File: src/rtl/noc_intr_rx_pkg.sv
// Shared NoC header/payload field map and types for the interrupt receive endpoint.
package noc_intr_rx_pkg;

   // Link and coordinate widths
   localparam int NOC_DATA_WIDTH   = 64;
   localparam int NOC_X_WIDTH      = 8;
   localparam int NOC_Y_WIDTH      = 8;

   // Header flit field ranges
   localparam int MSG_DST_X_HI     = 49;
   localparam int MSG_DST_X_LO     = 42;
   localparam int MSG_DST_Y_HI     = 41;
   localparam int MSG_DST_Y_LO     = 34;
   localparam int MSG_LENGTH_HI    = 29;
   localparam int MSG_LENGTH_LO    = 22;
   localparam int MSG_TYPE_HI      = 21;
   localparam int MSG_TYPE_LO      = 14;
   localparam int MSG_LENGTH_WIDTH = 8;
   localparam int MSG_TYPE_WIDTH   = 8;

   localparam logic [MSG_TYPE_WIDTH-1:0] MSG_TYPE_INTERRUPT = 8'd32;

   // Interrupt payload field positions
   localparam int INTR_TILE_HI     = 49;
   localparam int INTR_TILE_LO     = 18;
   localparam int INTR_TYPE_HI     = 17;
   localparam int INTR_TYPE_LO     = 16;
   localparam int INTR_LOW_HI      = 8;
   localparam int INTR_LOW_LO      = 0;

   localparam int INTR_REC_WIDTH   = 43;

   typedef enum logic [1:0] {
      ST_HDR   = 2'd0,
      ST_CAPT  = 2'd1,
      ST_DRAIN = 2'd2
   } rx_state_e;

   typedef struct packed {
      logic [31:0] tile;
      logic [1:0]  itype;
      logic [8:0]  low;
   } intr_rec_t;

   // Extract the decoded interrupt record from a payload flit; bits [15:9] are not part of it.
   function automatic intr_rec_t decode_payload(input logic [NOC_DATA_WIDTH-1:0] p);
      intr_rec_t rec;
      rec.tile  = p[INTR_TILE_HI:INTR_TILE_LO];
      rec.itype = p[INTR_TYPE_HI:INTR_TYPE_LO];
      rec.low   = p[INTR_LOW_HI:INTR_LOW_LO];
      return rec;
   endfunction

endpackage

File: src/rtl/noc_intr_rx_fifo.sv
// Synchronous FIFO holding decoded interrupt records; extra pointer bit separates full from empty.
module noc_intr_fifo
   import noc_intr_rx_pkg::*;
#(
   parameter int FIFO_DEPTH = 4
) (
   input  logic      clk,
   input  logic      rst,
   input  logic      i_push,
   input  intr_rec_t i_data,
   input  logic      i_pop,
   output logic      o_full,
   output logic      o_empty,
   output intr_rec_t o_data
);

   localparam int AW = $clog2(FIFO_DEPTH);

   intr_rec_t        r_mem [FIFO_DEPTH];
   logic [AW:0]      r_wr_ptr;
   logic [AW:0]      r_rd_ptr;
   logic             w_push_ok;
   logic             w_pop_ok;

   assign o_empty   = (r_wr_ptr == r_rd_ptr);
   assign o_full    = (r_wr_ptr[AW] != r_rd_ptr[AW]) && (r_wr_ptr[AW-1:0] == r_rd_ptr[AW-1:0]);
   assign w_push_ok = i_push && !o_full;
   assign w_pop_ok  = i_pop && !o_empty;

   // Pointer update; reset flushes the buffer.
   always_ff @(posedge clk) begin
      if (rst) begin
         r_wr_ptr <= '0;
         r_rd_ptr <= '0;
      end else begin
         if (w_push_ok) begin
            r_wr_ptr <= r_wr_ptr + {{AW{1'b0}}, 1'b1};
         end
         if (w_pop_ok) begin
            r_rd_ptr <= r_rd_ptr + {{AW{1'b0}}, 1'b1};
         end
      end
   end

   // Storage write; contents need no reset because the head is masked while empty.
   always_ff @(posedge clk) begin
      if (w_push_ok) begin
         r_mem[r_wr_ptr[AW-1:0]] <= i_data;
      end
   end

   // Head record, forced to zero while nothing is queued.
   always_comb begin
      o_data = '0;
      if (o_empty) begin
         o_data = '0;
      end else begin
         o_data = r_mem[r_rd_ptr[AW-1:0]];
      end
   end

endmodule

File: src/rtl/noc_intr_rx.sv
// NoC interrupt receive endpoint: parses headers, buffers interrupts for this tile, drains the rest.
module noc_intr_rx
   import noc_intr_rx_pkg::*;
#(
   parameter int FIFO_DEPTH = 4
) (
   input  logic                      clk,
   input  logic                      rst,
   input  logic [NOC_X_WIDTH-1:0]    my_x,
   input  logic [NOC_Y_WIDTH-1:0]    my_y,
   input  logic                      noc_in_val,
   output logic                      noc_in_rdy,
   input  logic [NOC_DATA_WIDTH-1:0] noc_in_data,
   output logic                      intr_val,
   input  logic                      intr_rdy,
   output logic [31:0]               intr_tile,
   output logic [1:0]                intr_type,
   output logic [8:0]                intr_low,
   output logic [15:0]               drop_cnt
);

   rx_state_e                   r_state;
   rx_state_e                   w_next_state;
   logic                        r_rdy_en;
   logic [MSG_LENGTH_WIDTH-1:0] r_drain_cnt;
   logic [15:0]                 r_drop_cnt;

   logic [NOC_X_WIDTH-1:0]      w_hdr_x;
   logic [NOC_Y_WIDTH-1:0]      w_hdr_y;
   logic [MSG_LENGTH_WIDTH-1:0] w_hdr_len;
   logic [MSG_TYPE_WIDTH-1:0]   w_hdr_type;
   logic                        w_good;
   logic                        w_rdy;
   logic                        w_accept;
   logic                        w_hdr_accept;
   logic                        w_push;
   logic                        w_pop;
   logic                        w_fifo_full;
   logic                        w_fifo_empty;
   intr_rec_t                   w_head_rec;
   logic                        w_unused_bits;

   assign w_hdr_x      = noc_in_data[MSG_DST_X_HI:MSG_DST_X_LO];
   assign w_hdr_y      = noc_in_data[MSG_DST_Y_HI:MSG_DST_Y_LO];
   assign w_hdr_len    = noc_in_data[MSG_LENGTH_HI:MSG_LENGTH_LO];
   assign w_hdr_type   = noc_in_data[MSG_TYPE_HI:MSG_TYPE_LO];
   assign w_good       = (w_hdr_type == MSG_TYPE_INTERRUPT) && (w_hdr_len == 8'd1) &&
                         (w_hdr_x == my_x) && (w_hdr_y == my_y);
   assign w_accept     = noc_in_val && w_rdy;
   assign w_hdr_accept = w_accept && (r_state == ST_HDR);
   assign w_push       = w_accept && (r_state == ST_CAPT);
   assign w_pop        = intr_rdy && !w_fifo_empty;
   assign w_unused_bits = ^noc_in_data;

   noc_intr_fifo #(
      .FIFO_DEPTH (FIFO_DEPTH)
   ) u_fifo (
      .clk     (clk),
      .rst     (rst),
      .i_push  (w_push),
      .i_data  (decode_payload(noc_in_data)),
      .i_pop   (w_pop),
      .o_full  (w_fifo_full),
      .o_empty (w_fifo_empty),
      .o_data  (w_head_rec)
   );

   assign noc_in_rdy = w_rdy;
   assign intr_val   = !w_fifo_empty;
   assign intr_tile  = w_head_rec.tile;
   assign intr_type  = w_head_rec.itype;
   assign intr_low   = w_head_rec.low;
   assign drop_cnt   = r_drop_cnt;

   // State register plus the enable that holds the link off until the cycle after reset.
   always_ff @(posedge clk) begin
      if (rst) begin
         r_state  <= ST_HDR;
         r_rdy_en <= 1'b0;
      end else begin
         r_state  <= w_next_state;
         r_rdy_en <= 1'b1;
      end
   end

   // Next-state and link-ready; ready in CAPT depends only on registered FIFO fullness.
   always_comb begin
      w_next_state = r_state;
      w_rdy        = 1'b0;
      case (r_state)
         ST_HDR: begin
            w_rdy = r_rdy_en;
            if (w_accept) begin
               if (w_good) begin
                  w_next_state = ST_CAPT;
               end else if (w_hdr_len != 8'd0) begin
                  w_next_state = ST_DRAIN;
               end else begin
                  w_next_state = ST_HDR;
               end
            end else begin
               w_next_state = ST_HDR;
            end
         end
         ST_CAPT: begin
            w_rdy = r_rdy_en && !w_fifo_full;
            if (w_accept) begin
               w_next_state = ST_HDR;
            end else begin
               w_next_state = ST_CAPT;
            end
         end
         ST_DRAIN: begin
            w_rdy = r_rdy_en;
            if (w_accept && (r_drain_cnt == 8'd1)) begin
               w_next_state = ST_HDR;
            end else begin
               w_next_state = ST_DRAIN;
            end
         end
         default: begin
            w_rdy        = 1'b0;
            w_next_state = ST_HDR;
         end
      endcase
   end

   // Remaining-flit counter for packets being discarded.
   always_ff @(posedge clk) begin
      if (rst) begin
         r_drain_cnt <= 8'd0;
      end else if (w_hdr_accept && !w_good) begin
         r_drain_cnt <= w_hdr_len;
      end else if (w_accept && (r_state == ST_DRAIN)) begin
         r_drain_cnt <= r_drain_cnt - 8'd1;
      end else begin
         r_drain_cnt <= r_drain_cnt;
      end
   end

   // Saturating count of rejected headers.
   always_ff @(posedge clk) begin
      if (rst) begin
         r_drop_cnt <= 16'd0;
      end else if (w_hdr_accept && !w_good && (r_drop_cnt != 16'hFFFF)) begin
         r_drop_cnt <= r_drop_cnt + 16'd1;
      end else begin
         r_drop_cnt <= r_drop_cnt;
      end
   end

endmodule
File: config.mk
export PLATFORM = sky130hd
export DESIGN_NAME = noc_intr_rx
export DESIGN_NICKNAME = d
export VERILOG_FILES = /design/src/rtl/noc_intr_rx_pkg.sv /design/src/rtl/noc_intr_rx_fifo.sv /design/src/rtl/noc_intr_rx.sv
export SDC_FILE = /design/constraint.sdc
export NUM_CORES = 1
export LEC_CHECK = 0
export ABC_AREA = 1
export BUFFER_PORTS_ARGS = -buffer_cell sky130_fd_sc_hd__clkbuf_2
export CAP_MARGIN = 20
export CORE_ASPECT_RATIO = 1.1
export CORE_MARGIN = 2
export CORE_UTILIZATION = 57
export CTS_CLUSTER_DIAMETER = 30
export CTS_CLUSTER_SIZE = 40
export DETAILED_ROUTE_END_ITERATION = 12
export GPL_TIMING_DRIVEN = 0
export PLACE_DENSITY = 0.8
export SLEW_MARGIN = 5
export SYNTH_ARGS = -nofsm -noshare
export SYNTH_HDL_FRONTEND = slang
export SYNTH_SLANG_ARGS = --single-unit
File: constraint.sdc
create_clock -name clk -period 3.9 [get_ports clk]
set_input_delay 0.39 -clock clk [delete_from_list [all_inputs] [get_ports clk]]
set_output_delay 0.39 -clock clk [all_outputs]
set_load 0.05 [all_outputs]
## Word-level counts from Yosys, hierarchy flattened

Memory sizes are Yosys's and may differ from the RTL's. A register that Yosys moved wholly into a read port is not among the register bits.
Cells that the tools add are included.

- Output and inout bits: 61
- Memory bits (writable): 172
- Logic and storage cells: 59
- Input port bits: 84
- Memories: 1
- Bits in registers: 33

Memories:

| name | depth | width | read ports | clocked after Yosys merged registers in | wr ports | RTL line | text |
|---|---|---|---|---|---|---|---|
| u_fifo.r_mem | 4 | 43 | 1 | 1 | 1 | noc_intr_rx_fifo.sv:19 | `intr_rec_t r_mem [FIFO_DEPTH];` |

- Muxes and demuxes: 15
- Equality and inequality tests: 11
- $add $sub $neg: 4
- Reductions and logical operators: 22

Operators with widths:

| operator | number |
|---|---|
| 43-bit two-way mux | 1 |
| 16-bit by 1-bit adder with 16-bit output, second input constant | 1 |
| 8-bit by 1-bit == test with 1-bit output, second input constant | 2 |
| 8-bit == test | 2 |
| 8-bit two-way mux | 2 |
| 16-bit != test, second input constant | 1 |
| 1-bit logical AND | 15 |
| 2-bit two-way mux | 6 |
| 8-bit by 6-bit == test with 1-bit output, second input constant | 1 |
| 8-bit nonzero test | 1 |
| 8-bit by 1-bit subtractor with 8-bit output, second input constant | 1 |
| 3-bit by 1-bit adder with 3-bit output, second input constant | 2 |
| 2-bit one-hot mux with 3 select lines | 1 |
| 1-bit two-way mux | 4 |
| 3-bit == test | 1 |
| 1-bit logical NOT | 3 |
| 2-bit by 1-bit == test with 1-bit output, second input constant | 1 |
| 2-bit == test | 1 |
| 2-bit == test, second input constant | 1 |
| 2-bit logical NOT | 1 |
| 1-bit one-hot mux with 2 select lines | 1 |
| 2-bit nonzero test | 1 |
| 2-bit OR reduction | 1 |
| 1-bit != test | 1 |

## Depth between registers and ports, before layout

Gate-level depths: netlist of run 1.

- Depth in word-level cells: 10
- Gate-level depth with buffers: 12
- Depth with buffers taken out: 11

## Hierarchy

From an unflattened synthesis of run 1, not the netlist that was laid out.

- Cell total of the unflattened synthesis: 954
- Area total of the unflattened synthesis: 9362.7 µm²

By module, submodules not included:

| module | times used | cells each | area each (µm²) |
|---|---|---|---|
| noc_intr_fifo | 1 | 623 | 7293.2 |
| noc_intr_rx | 1 | 331 | 2069.5 |

## Least setup slack after synthesis of run 1

OpenSTA, ideal clock, no wires.

- Kind: reg-to-reg
- From: reg u_fifo.r_rd_ptr[0]
- To: mem u_fifo.r_mem[3][0] (netlist name) (enable)
- Data required time: 3453 ps
- Stages on the path, launching flop included: 7
- Slack: 701 ps
- Setup time: 447 ps
- Arrival: 2753 ps
- Cell sequence: dfxtp_1 xnor2_1 nand2_1 nor2_1 nand2_1 nand4_1 nor2_1

- Word-level cells in the longest chain between the ends: 10

RTL lines:

| element | RTL line | text |
|---|---|---|
| from (decl) | noc_intr_rx_fifo.sv:21 | `logic [AW:0] r_rd_ptr;` |
| from (signal assigned) | noc_intr_rx_fifo.sv:40 | `r_rd_ptr <= r_rd_ptr + {{AW{1'b0}}, 1'b1};` |
| 2-bit == test * | noc_intr_rx_fifo.sv:26 | `assign o_full = (r_wr_ptr[AW] != r_rd_ptr[AW]) && (r_wr_ptr[AW-1:0] == r_rd_ptr[AW-1:0]);` |
| 1-bit logical AND * | noc_intr_rx_fifo.sv:26 |  |
| 1-bit logical NOT * | noc_intr_rx_fifo.sv:27, noc_intr_rx.sv:106 |  |
| 1-bit logical AND | noc_intr_rx.sv:106 | `w_rdy = r_rdy_en && !w_fifo_full;` |
| 1-bit one-hot mux with 2 select lines | noc_intr_rx.sv:90 | `case (r_state)` |
| 1-bit logical AND | noc_intr_rx.sv:49 | `assign w_accept = noc_in_val && w_rdy;` |
| 1-bit logical AND | noc_intr_rx.sv:51 | `assign w_push = w_accept && (r_state == ST_CAPT);` |
| 1-bit logical AND * | noc_intr_rx_fifo.sv:27 | `assign w_push_ok = i_push && !o_full;` |
| 1-bit two-way mux * | noc_intr_rx_fifo.sv:47 | `if (w_push_ok) begin` |
| 1-bit two-way mux (not written as such) * | noc_intr_rx_fifo.sv:48 | `r_mem[r_wr_ptr[AW-1:0]] <= i_data;` |
| to (decl) | noc_intr_rx_fifo.sv:19 |  |

Every way passes the cells marked *; elsewhere a longest branch is shown, timed or not.

==> impl_metrics.yaml, run 1 <==
floorplanning:
  core_mm2: 0.01568
  io_pins: 145
  num_rows: 48
  initial_core_util_pct: 58.22
  fp.dieW_um: 124.6
  dieArea_mm2: 0.01704
  die_y_um: 136.7
route:
  dr.pass1.iters: 5
  drt_wl_total_um: 22350
  num_vias: 7230
  post_drt_wl_per_cell_um: 17.24
  drtAntennaViolNets: 0
  vias_per_cell: 5.579
  first_iter_violations: 719
  drc_errors: 0
cts:
  cts_root_buf: "clkbuf_16"
  numCtsBuffers: 37
  htree_levels: 2
  clk_latency_ps: 510
  hold_buffers: 0
  tritoncts: "yes"
  cts_setup_buffers: 0
  clock_sinks: 207
  clockBufferDepth: 3
  cts_resized: 0
  clk_pin_slew_ps: 50
synthesis:
  ys.flop_type: "edfxtp_1"
  ys_seq_area_share_pct: 64.27
  yosys_register_bits: 207
  synth-edff-count: 172
  netlist_area_mm2: 0.009126
  postSynthCellCount: 899
  synthDistinctLibCells: 29
  ys_warn_count: 0
  syn-num-nets: 991
  async_flop_share_pct: 0
  syn_area_per_cell_um2: 10.15
timing:
  rsz0062_at_grt: "false"
  tightest_slew_ps: 907.7
  setup_viol: 0
  maxSlewViolCount: 0
  hold_viol: 0
  period_needed_ps: 3263
  finClkSkew_ps: 23.22
  max_freq_mhz: 306.5
  finalHoldWorstSlack_ps: 98.63
  finalCritPeriodShare_pct: 83.67
  maxSlewHeadroom_pct: 39.34
placed_design:
  io_buffers: 125
  dpl-instance-area_mm2: 0.01013
  post-dp-hpwl_um: 14150
  gp_congestion: 0.9290
run_status:
  status: "finished clean"
grt:
  grt_pass1_vias: 7017
  antenna_found_initial: 0
  grt_pass1_wl_um: 35110
  grt_max_degree: 26
  grt_usage_pct: 26.34
  overflow: 0
power:
  ir_drop_uv: 507.6
  power_density_mw_per_mm2: 560.9
  leakage_nw: 4.692
job:
  maxCapViolations: 0
setup_path:
  arrival_ps: 2870
  cp-end-kind: "primary output"
  worst-setup-path-type: "flip-flop to primary output"
  cp.required_ps: 3510
  crit_path_start_kind: "flip-flop"
  path_max_fanout: 10
hold_path:
  hold_class: "primary input to flip-flop"
finish:
  areaGrowthSynthToFinish_pct: 24.38
  drive_above_1_share_pct: 18.98
  fillers: 1083
  final_common_cell: "nor2_1"
  mostFrequentLayoutCells: "nor2_1, edfxtp_1, nand2_1"
  nets: 1159
  antenna_cells: 0
  fin_area_mm2: 0.01135
[cell usage after synthesis, types with 3 or more instances]
cell / n / share of area [%]
buf_1: 7 / 0.29
edfxtp_1: 172 / 57
ha_1: 8 / 1.1
nor3_1: 10 / 0.55
nand2_1: 142 / 5.8
inv_1: 109 / 4.5
xor2_1: 13 / 1.2
dfxtp_1: 35 / 7.7
nor2_1: 177 / 7.3
nand3_1: 25 / 1.4
xnor2_1: 10 / 0.96
a21oi_1: 25 / 1.4
o32ai_1: 43 / 4.1
o21ai_0: 54 / 3.0
nand4_1: 20 / 1.4
clkbuf_1: 30 / 1.2
buf_2: 3 / 0.16
a21oi_2: 3 / 0.29
[critical path: stages, from the launching register on]
cell and delay (ps):
dfxtp_1 490, buf_2 320, buf_1 500, nor2_1 140
o32ai_1 460, nand2_1 90, inv_1 70, clkbuf_2 290
[stage by stage]
step	utilization (%)	setup WS, ps	setup TNS, ps	cells	power, mW
CTS	72.41	670.0	0	1296	6.380
global placement	63.81	-836.8	-124060	1224	3.280
detailed placement	64.61	1215	0	1228	3.296
floorplan	-	700.5	0	899	3.042
finish	72.41	636.8	0	1296	6.367
global route	72.41	582.6	0	1296	6.548
[area by class of cell]
type	instances	area [um2]	area share [%]
Buffer	41	165.2	1.455
Inverter	111	416.7	3.671
Sequential cell	207	5866	51.68
Tap cell	200	250.2	2.205
Clock inverter	18	176.4	1.554
Timing Repair Buffer	129	720.7	6.349
Multi-Input combinational cell	540	2709	23.86
Clock buffer	50	1047	9.226
[sequential cells by signal, summed over array words and instances, names as in the netlist, named ones only]
name             flops
u_fifo.r_mem       172
drop_cnt            16
r_drain_cnt          8
u_fifo.r_rd_ptr      3
u_fifo.r_wr_ptr      3
r_state              2
r_rdy_en             1
[per-layer routing]
| layer | up-vias | GRT usage (%) | routed length, um |
|---|---|---|---|
| li1 | 3409 | - | - |
| met1 | 3399 | 32.87 | 8618 |
| met2 | 363 | 44.20 | 11190 |
| met3 | 59 | 5.629 | 1834 |
| met4 | 0 | 12.92 | 707 |
| met5 | - | 0 | 0 |
[cells by family (layout without fill, tap and decap cells)]
logic type	count (synthesis)	in the layout	synth area share, %
adder cells (fa/ha/maj)	8	8	1.097
buffers and inverters	152	349	6.375
AND/OR/NAND/NOR	382	382	17.16
XOR/XNOR	23	23	2.207
flip-flops	207	207	64.27
AO/OA/AOI/OAI	127	127	8.884
[final timing paths]
kind	to	startpoint	cells past startpoint	slack (ps)
max	intr_tile[21]	flip-flop	7	640
min	u_fifo.r_mem[1][2]	noc_in_data[2]	1	100
max reg2reg	u_fifo.r_mem[0][20]	u_fifo.r_rd_ptr[0]	7	1200
min reg2reg	r_drain_cnt[6]	r_drain_cnt[6]	2	490
[report_power, final]
part / switching (mW) / total, mW / internal (mW)
logic: 0.628 / 0.841 / 0.213
clock network: 1.07 / 3.10 / 2.03
registers: 0.0184 / 2.43 / 2.41
total: 1.72 / 6.37 / 4.65
Note: power is estimated with default switching activity, not from simulation.
==> run 2, diff against run 1 <==
- CORE_UTILIZATION: 57 -> 51
- PLACE_DENSITY: 0.8 -> 0.76
- clock period: 3.9 -> 2.9 ns (I/O delays scaled with it)
==> run 2 against run 1 <==
- clock skew is 11 ps lower
- critical path depth unchanged
- count of clock-buffer cells in the layout is 12 lower
- first-iteration DRC count fell by 23%
- sequential power up 34%
- critical path type unchanged
- largest cell class unchanged
==> impl_metrics.yaml, run 2 (synthesized netlist as in run 1, its figures left out) <==
run_status:
  status: "finished clean"
hold_path:
  min-delay-start: "noc_in_data[32]"
  hold_class: "primary input to flip-flop"
  hold_depth: 1
  min_to: "u_fifo.r_mem[3][25]"
floorplanning:
  initial_core_util_pct: 51.82
  dieArea_mm2: 0.01898
  io_pins: 145
  fp.dieW_um: 131.5
  num_rows: 51
  core_mm2: 0.01761
  die_y_um: 144.3
setup_path:
  cpLargestDelayFamily: "buffers and inverters"
  r2r-start: "u_fifo.r_rd_ptr[0]"
  crit_chain: "buf_2 > buf_2 > nor2_1 > o32ai_1 > nand2_1 > inv_1 > clkbuf_2"
  critPathMaxStageDelay_ps: 480
  cp-end-kind: "primary output"
  crit_path_start_kind: "flip-flop"
  worst-setup-path-type: "flip-flop to primary output"
  r2r_end: "u_fifo.r_mem[3][7]"
  path_max_fanout: 10
  cp.required_ps: 2610
  path_common_cell: "buf_2"
  critPathSlowestCell: "dfxtp_1"
  r2r_slack_ps: 220
  arrival_ps: 2500
  reg2reg_depth: 7
  cp.buffers_inverters: 4
timing:
  max_freq_mhz: 358.0
  hold_viol: 0
  setup_viol: 0
  period_needed_ps: 2794
  finalCritPeriodShare_pct: 96.33
  fin_tns_setup_ps: 0
  finClkSkew_ps: 12.64
  rsz0062_at_grt: "false"
  maxSlewHeadroom_pct: 40.03
  maxSlewViolCount: 0
  tightest_slew_ps: 897.4
  finalHoldWorstSlack_ps: 19.81
route:
  drc_errors: 0
  dr.pass1.iters: 5
  drtAntennaViolNets: 0
  post_drt_wl_per_cell_um: 16.50
  vias_per_cell: 5.305
  wl_met1_um: 8791
  drt_wl_total_um: 21940
  met2WireLength_um: 11120
  first_iter_violations: 556
  met3_length_um: 1557
  num_vias: 7056
  top_layer_used: "met4"
finish:
  nets: 1159
  fillers: 1367
  post-route-util_pct: 64.29
  largest_reg_flops: 172
  areaGrowthSynthToFinish_pct: 24.08
  drive_above_1_share_pct: 19.62
  final_common_cell: "nor2_1"
  mostFrequentLayoutCells: "nor2_1, edfxtp_1, nand2_1"
cts:
  cts_root_buf: "clkbuf_16"
  cts_setup_buffers: 0
  htree_levels: 2
  numCtsBuffers: 35
  clk_latency_ps: 490
  clockBufferDepth: 3
  clk_pin_slew_ps: 50
  tritoncts: "yes"
  clock_sinks: 207
grt:
  overflow: 0
  antenna_found_initial: 1
  grt_pass1_wl_um: 34510
  grt_max_degree: 26
  grt_usage_pct: 23.13
  grt_pass1_vias: 6823
power:
  combPwrFrac_pct: 13.8
  ir_drop_uv: 453.5
  pwr-share-clk_pct: 46.4
  p_switching_mw: 2.246
  leakage_nw: 4.685
  p_int_mw: 5.940
  netSwitchingFraction_pct: 27.44
  pwr-share-seq_pct: 39.9
  power_density_mw_per_mm2: 722.9
placed_design:
  io_buffers: 125
  gp_congestion: 0.8949
  post-dp-hpwl_um: 14310
job:
  maxCapViolations: 0
==> run 2: changes by cell type in the layout (fill, tap and decap cells not counted), sizes merged <==
cell | previous run | this run
inv | 115 | 118
dlygate4sd3 | 0 | 1
clkinv | 9 | 12
clkinvlp | 3 | 2
diode | 0 | 1
clkbuf | 205 | 194
==> run 2: timing repair <==
item                                   CTS  global route
endpoints found under the hold margin    3             0
setup endpoints to repair               23            12
resized for setup                        7             5
hold buffers                             1             0
==> run 2: cell type report <==
cell class | instances | area (um2) | share of cell area (%)
diodes | 1 | 2.502 | 0.02210
plain buffers | 41 | 177.7 | 1.569
clock buffers | 38 | 887.1 | 7.834
clock inverters | 23 | 201.4 | 1.779
inverters | 111 | 416.7 | 3.680
multi-input cells | 540 | 2709 | 23.92
flip-flops and latches | 207 | 5866 | 51.80
well taps | 238 | 297.8 | 2.630
repair buffers | 131 | 765.7 | 6.762
==> run 2: metal layers <==
layer / GRT usage (%) / up-vias
met4: 7.780 / 0
met2: 41.64 / 277
met3: 4.907 / 37
met1: 27.90 / 3332
li1: - / 3410
met5: 0 / -
==> run 2: how the worst max path moves through the flow <==
stage	startpoint	endpoint	slack (ps)	cells after the start
3_3_place_gp	u_fifo.r_rd_ptr[0]	u_fifo.r_mem[1][6]	-1850	6
4_1_cts	flip-flop	intr_tile[31]	30	7
5_1_grt	flip-flop	intr_tile[21]	3	7
6_report	flip-flop	intr_tile[21]	110	7
2_1_floorplan	u_fifo.r_rd_ptr[0]	u_fifo.r_mem[0][0]	-260	6
3_5_place_dp	u_fifo.r_rd_ptr[0]	u_fifo.r_mem[1][8]	260	7
==> run 2: worst reg2reg max path: cells and delay by family (launching register included) <==
family                    cells  cell delay (ps)
xor gates and xnor gates      1              130
buffers and inverters         1              260
DFF                           1              420
and+or+nand+nor               5             1570
==> run 2: power groups by stage <==
stage / clock [mW] / sequential [mW] / combinational [mW]
after global placement: 0 / 3.32 / 1.10
after detailed placement: 0 / 3.32 / 1.11
after CTS: 3.83 / 3.26 / 1.13
after global routing: 3.97 / 3.26 / 1.22
final: 3.80 / 3.26 / 1.13
after floorplan: 0 / 3.32 / 0.769
==> run 2: metrics by stage <==
step	instances	power, mW	setup WS [ps]	instance area, um2
final	1330	8.186	106.4	11320
after global routing	1330	8.451	3.336	11320
after CTS	1329	8.218	32.74	11320
after detailed placement	1267	4.432	255.4	10210
after global placement	1262	4.416	-1854	10050
after floorplan	899	4.090	-263.5	9129
